--- src/rtl/mem_master.sv ---
// mem_master: single-outstanding CPU load/store master for a word-wide RAM
// with a registered read port. Handles big-endian byte/half/word accesses.
// Sub-word stores are done as read-modify-write. Misaligned or out-of-range
// requests are rejected with an error response.
module mem_master #(
  parameter int RAM_ADDR_BITS = 10
) (
  input  logic                     clk,
  input  logic                     reset,
  input  logic                     req_valid,
  output logic                     req_ready,
  input  logic                     req_we,
  input  logic [1:0]               req_size,
  input  logic                     req_signed,
  input  logic [31:0]              req_addr,
  input  logic [31:0]              req_wdata,
  output logic                     resp_valid,
  output logic [31:0]              resp_rdata,
  output logic                     resp_err,
  output logic                     mem_wr_en,
  output logic [RAM_ADDR_BITS-1:0] mem_addr,
  output logic [31:0]              mem_wdata,
  input  logic [31:0]              mem_rdata,
  input  logic                     mem_rd_ack
);

  typedef enum logic [1:0] {IDLE, READ, DATA, WRITE} state_t;

  // Only the bits that are used later are kept. The word-store data goes
  // straight into r_mem_wdata, so only the low half of wdata is needed for merges.
  typedef struct packed {
    logic                     we;
    logic [1:0]               size;
    logic                     sgn;
    logic [RAM_ADDR_BITS+1:0] addr;
    logic [15:0]              wd;
  } req_t;

  state_t      r_state, w_next;
  req_t        r_req;
  logic        r_resp_valid, r_resp_err;
  logic [31:0] r_resp_rdata, r_mem_wdata;
  logic        w_accept, w_bad, w_word_store;
  logic [7:0]  w_byte;
  logic [15:0] w_half;
  logic [31:0] w_load_data, w_merged;

  assign w_accept     = req_valid && (r_state == IDLE);
  assign w_word_store = req_we && (req_size == 2'b10);
  // Reject illegal size, misalignment, or any address bit above the RAM.
  assign w_bad = (req_size == 2'b11)
              || ((req_size == 2'b01) && req_addr[0])
              || ((req_size == 2'b10) && (req_addr[1:0] != 2'b00))
              || ((req_addr >> (RAM_ADDR_BITS + 2)) != 32'd0);

  // Big-endian lane select: offset 0 is the most significant byte.
  always_comb begin
    w_byte = mem_rdata[31:24];
    case (r_req.addr[1:0])
      2'd0: w_byte = mem_rdata[31:24];
      2'd1: w_byte = mem_rdata[23:16];
      2'd2: w_byte = mem_rdata[15:8];
      default: w_byte = mem_rdata[7:0];
    endcase
    w_half = r_req.addr[1] ? mem_rdata[15:0] : mem_rdata[31:16];
  end

  // Extend the selected byte or half to 32 bits. A word load passes through.
  always_comb begin
    w_load_data = mem_rdata;
    case (r_req.size)
      2'b00:   w_load_data = {{24{r_req.sgn & w_byte[7]}}, w_byte};
      2'b01:   w_load_data = {{16{r_req.sgn & w_half[15]}}, w_half};
      default: w_load_data = mem_rdata;
    endcase
  end

  // Insert the right-justified store data into its lane of the read word.
  always_comb begin
    w_merged = mem_rdata;
    if (r_req.size == 2'b00) begin
      case (r_req.addr[1:0])
        2'd0: w_merged[31:24] = r_req.wd[7:0];
        2'd1: w_merged[23:16] = r_req.wd[7:0];
        2'd2: w_merged[15:8]  = r_req.wd[7:0];
        default: w_merged[7:0] = r_req.wd[7:0];
      endcase
    end else if (r_req.addr[1]) begin
      w_merged[15:0] = r_req.wd;
    end else begin
      w_merged[31:16] = r_req.wd;
    end
  end

  // State register. Reset drops straight to IDLE, which aborts any access.
  always_ff @(posedge clk or posedge reset) begin
    if (reset) r_state <= IDLE;
    else       r_state <= w_next;
  end

  // Next state and RAM-side controls. The RAM address is driven only while busy.
  always_comb begin
    w_next    = r_state;
    req_ready = 1'b0;
    mem_wr_en = 1'b0;
    mem_addr  = '0;
    case (r_state)
      IDLE: begin
        req_ready = 1'b1;
        if (req_valid && !w_bad) w_next = w_word_store ? WRITE : READ;
      end
      READ: begin
        mem_addr = r_req.addr[RAM_ADDR_BITS+1:2];
        w_next   = DATA;
      end
      DATA: begin
        mem_addr = r_req.addr[RAM_ADDR_BITS+1:2];
        if (mem_rd_ack) w_next = r_req.we ? WRITE : IDLE;
      end
      WRITE: begin
        mem_addr  = r_req.addr[RAM_ADDR_BITS+1:2];
        mem_wr_en = 1'b1;
        w_next    = IDLE;
      end
      default: w_next = IDLE;
    endcase
  end

  // Request latch, write-data staging and the one-cycle response pulse.
  always_ff @(posedge clk or posedge reset) begin
    if (reset) begin
      r_req        <= '0;
      r_resp_valid <= 1'b0;
      r_resp_err   <= 1'b0;
      r_resp_rdata <= '0;
      r_mem_wdata  <= '0;
    end else begin
      r_resp_valid <= 1'b0;
      if (w_accept) begin
        r_req <= '{we: req_we, size: req_size, sgn: req_signed,
                   addr: req_addr[RAM_ADDR_BITS+1:0], wd: req_wdata[15:0]};
        if (w_bad) begin
          r_resp_valid <= 1'b1;
          r_resp_err   <= 1'b1;
          r_resp_rdata <= '0;
        end else if (w_word_store) begin
          r_mem_wdata <= req_wdata;
        end
      end
      if ((r_state == DATA) && mem_rd_ack) begin
        if (r_req.we) begin
          r_mem_wdata <= w_merged;
        end else begin
          r_resp_valid <= 1'b1;
          r_resp_err   <= 1'b0;
          r_resp_rdata <= w_load_data;
        end
      end
      if (r_state == WRITE) begin
        r_resp_valid <= 1'b1;
        r_resp_err   <= 1'b0;
        r_resp_rdata <= '0;
      end
    end
  end

  assign resp_valid = r_resp_valid;
  assign resp_err   = r_resp_err;
  assign resp_rdata = r_resp_rdata;
  assign mem_wdata  = r_mem_wdata;

endmodule

--- config.mk ---
export PLATFORM = sky130hd
export DESIGN_NAME = mem_master
export DESIGN_NICKNAME = d
export VERILOG_FILES = /design/src/rtl/mem_master.sv
export SDC_FILE = /design/constraint.sdc
export NUM_CORES = 1
export LEC_CHECK = 0
export BUFFER_PORTS_ARGS = -buffer_cell sky130_fd_sc_hd__buf_2
export CAP_MARGIN = 20
export CORE_UTILIZATION = 55
export DETAILED_ROUTE_END_ITERATION = 8
export GPL_TIMING_DRIVEN = 0
export PLACE_DENSITY = 0.85
export SLEW_MARGIN = 20
export SYNTH_ARGS = -nofsm -noshare
export SYNTH_HDL_FRONTEND = slang
export SYNTH_SLANG_ARGS = --single-unit
--- constraint.sdc ---
create_clock -name clk -period 7.8 [get_ports clk]
set_input_delay 0.39 -clock clk [delete_from_list [all_inputs] [get_ports clk]]
set_output_delay 0.39 -clock clk [all_outputs]
set_load 0.01 [all_outputs]
==> impl_results.md <==
* Vias at 6015
* Final Skew at about 12 ps
* VDD IR-drop max at roughly 190 uV
* Synthesis Warnings at 0
* Reg2Reg Launch Point: r_req[17]
* Max-cap violation count at 0
* Combinational Power Share at around 51%
* Fmax at around 460 MHz
* Clock tree root driver cell: clkbuf_8
* Clk slew on worst S/H paths at 110 ps
* Internal Power at around 1.4 mW
* Hold slack at 192 ps
* CP Depth at 5
* Row cnt at 36
* Crit-path leading delay family: buffers and inverters
* Setup repair bufs after CTS at 0
* WP buf/inv at 2
* Crit-path cells: buf_2 > clkbuf_1 > nor2_1 > a211oi_1 > a31oi_1
* Hold Path Class: in -> reg
* Post-synthesis cell type count at 53
* Max Buffers Root-to-Sink at 2
* Status: completed
* P&R area growth vs syn at 23.0%
* Initial antenna violation count at 0
* Synth Cell Area at roughly 5700 um^2
* Sw Pwr at between 1 and 1.5 mW
* Die width at about 100 um
* WL/cell at between 15 and 20 um
* Remaining DRCs at 0
* Global-route wire length before repair at 28800 um
* Prevailing post-synth register cell: dfrtp_1
* Commonest cells after routing, fill and taps aside: buf_2 (199), nand2_1 (146), dfrtp_1 (100)
* Vias in the first global route at approximately 5600
* Cell count after placement at slightly below 1000
* Critical path's slowest cell: a211oi_1
* ANT nets after route at 0
* Gr ovfl total at 0
* Largest net degree at the start of global routing at 66
* CP peak stage delay at 530 ps
* Placed Area at between 6000 and 7000 um^2
* Number of flops mapped to enable cells by yosys at 0
* Switching Share at between 40% and 50%
* Worst setup margin at around 5600 ps
* # port buffers at 181
* Worst r2r path cells at 5
* Layout cells sized above 1 at 29.6%
* Worst-Margin Slew at roughly 690 ps
* Worst reg-to-reg setup slack at approximately 5600 ps
* Max FO, Critical Path at 10
* CP Class: reg -> reg
* Tot GR Track Use at 36.3%
* Hold_buf cts at 1
* Setup TNS at 0 ps
* Worst Hold Launch: req_addr[6]
* Syn avg cell area at between 8 and 9 um^2
* Design area at between 6000 and 7000 um^2
* DRT iter0 DRCs at between 400 and 500
* Period minus WS final at around 2200 ps
* Leading cell type in the layout, fill and taps excluded: buf_2
* Clk pwr share at 13.0%
* Sequential-to-total area share from yosys stat at between 40% and 50%
* Via density at 6.12
* PwrDens at around 370 nW/um^2
* Post-DP HPWL at ~15000 um
* Hold endpoint: r_req[22]
* Clk sinks at 100
* Critical path arrival at ~2400 ps
* Core Region at roughly 10000 um^2
* Clk_lat worst skew at roughly 380 ps
* First-pass iteration count of the detailed router at 5
* RSZ-0062 raised after global routing: false
* Non-Filler Instances at approximately 980
* Post-cts repair resize count at 0
* WP data required at 8050 ps
* GPL Wtd Cong at roughly 0.94
* Filler cells at approximately 800
* Slew headroom at 53.6%
* Post-Route WL at 18900 um
* Asr flop ratio synth at 100%
* Final #Nets at between 900 and 1000
* # IOs at between 150 and 200
* Syn_nets at ~760
* Final setup vio count at 0
* Initial Util at 57.3%
* Final period utilization at about 28%
* CP startpoint kind: register
* Die area at around 11000 um^2
* Reg2reg end: mem_wdata[18]
* Hold Path Stages at 3
* Fin. Hold Viols at 0
* Lkg Pwr at 3.24 nW
* Register bit count reported by yosys at 100
* H-tree levels at 3
* Flop pwr share at about 36%
* Pins Over Slew Limit at 0
* CTS tree: yes
* Setup WS pre-CTS at around 5500 ps
* Critical Path End Type: register
* Die span in y at around 100 um
* Syn Inst Count at 651
* N_diodes at 0
* CTS Buf Count at 9
flip-flops by register name (all words and copies together) (netlist names):
name        count
r_req          32
mem_wdata      32
resp_rdata     32
resp_err        1
resp_valid      1
r_state         2
power groups by stage:
stage / clock, mW / combinational [mW] / sequential (mW)
2_1_floorplan: 0 / 0.784 / 0.952
3_3_place_gp: 0 / 1.27 / 0.904
3_5_place_dp: 0 / 1.30 / 0.914
4_1_cts: 0.333 / 1.30 / 0.904
5_1_grt: 0.355 / 1.45 / 0.934
6_report: 0.332 / 1.31 / 0.908
cell type report:
class / instances / area (um^2) / area share (%)
multi-input cells: 483 / 2870 / 41.3
clock inverters: 7 / 60.1 / 0.863
repair buffers: 183 / 943 / 13.6
flip-flops and latches: 100 / 2500 / 36.0
inverters: 10 / 42.5 / 0.612
well taps: 133 / 166 / 2.39
clock buffers: 9 / 124 / 1.78
plain buffers: 58 / 244 / 3.51
through the flow:
step                power (mW)  util (%)
finish                    2.55      70.5
global route              2.74      70.5
CTS                       2.54      70.5
detailed placement        2.21      68.5
global placement          2.18      68.2
floorplan                 1.74         -
worst reg2reg max path, stage by stage, from the launching register on:
cell and delay (ps):
dfrtp_1 520, buf_2 310, clkbuf_1 370, nor2_1 230, a211oi_1 540, a31oi_1 90
layer usage:
| metal | global-route usage, % | part of all wire, % | up-vias |
|---|---|---|---|
| met2 | 57.4 | 47 | 318 |
| met3 | 6.92 | 8.3 | 39 |
| met1 | 48.8 | 42 | 2906 |
| li1 | - | - | 2752 |
| met4 | 15.3 | 3.1 | 0 |
| met5 | 0 | 0 | - |
worst max path at each step:
| stage | startpoint | end | slack (ps) |
|---|---|---|---|
| after floorplan | reset | mem_wdata[0] | 4790 |
| after global placement | reset | mem_wdata[12] | 3740 |
| after detailed placement | req_addr[29] | mem_wdata[13] | 5550 |
| after CTS | r_state[1] | resp_rdata[1] | 5680 |
| after global routing | r_state[1] | resp_rdata[13] | 5510 |
| final | r_req[17] | mem_wdata[18] | 5630 |
synth_stat cells (8+ instances only):
cell,number,area (um^2)
dfrtp_1,100,2500
nor2b_1,12,75.1
o211ai_1,38,285
o22ai_1,26,163
buf_2,18,90.1
inv_1,8,30.0
clkbuf_1,36,135
mux2_2,8,90.1
o21ai_0,38,190
o31ai_1,23,173
o21a_1,11,82.6
nand4_1,24,150
nand2b_1,14,87.6
nor2_1,31,116
a31oi_1,17,106
a21oi_1,11,55.1
a211oi_1,8,60.1
or3_1,8,50.1
nand2_1,146,548
kinds of logic (layout without fill, tap and decap cells):
kind of cell / after synthesis / in the layout / synth area share, %
AOI/OAI and AO/OA: 201 / 201 / 24.7
and+or+nand+nor: 272 / 272 / 23.7
DFF: 100 / 100 / 44.2
buffers and inverters: 68 / 267 / 4.98
muxes: 10 / 10 / 2.39
Note: power is estimated with default switching activity, not from simulation.
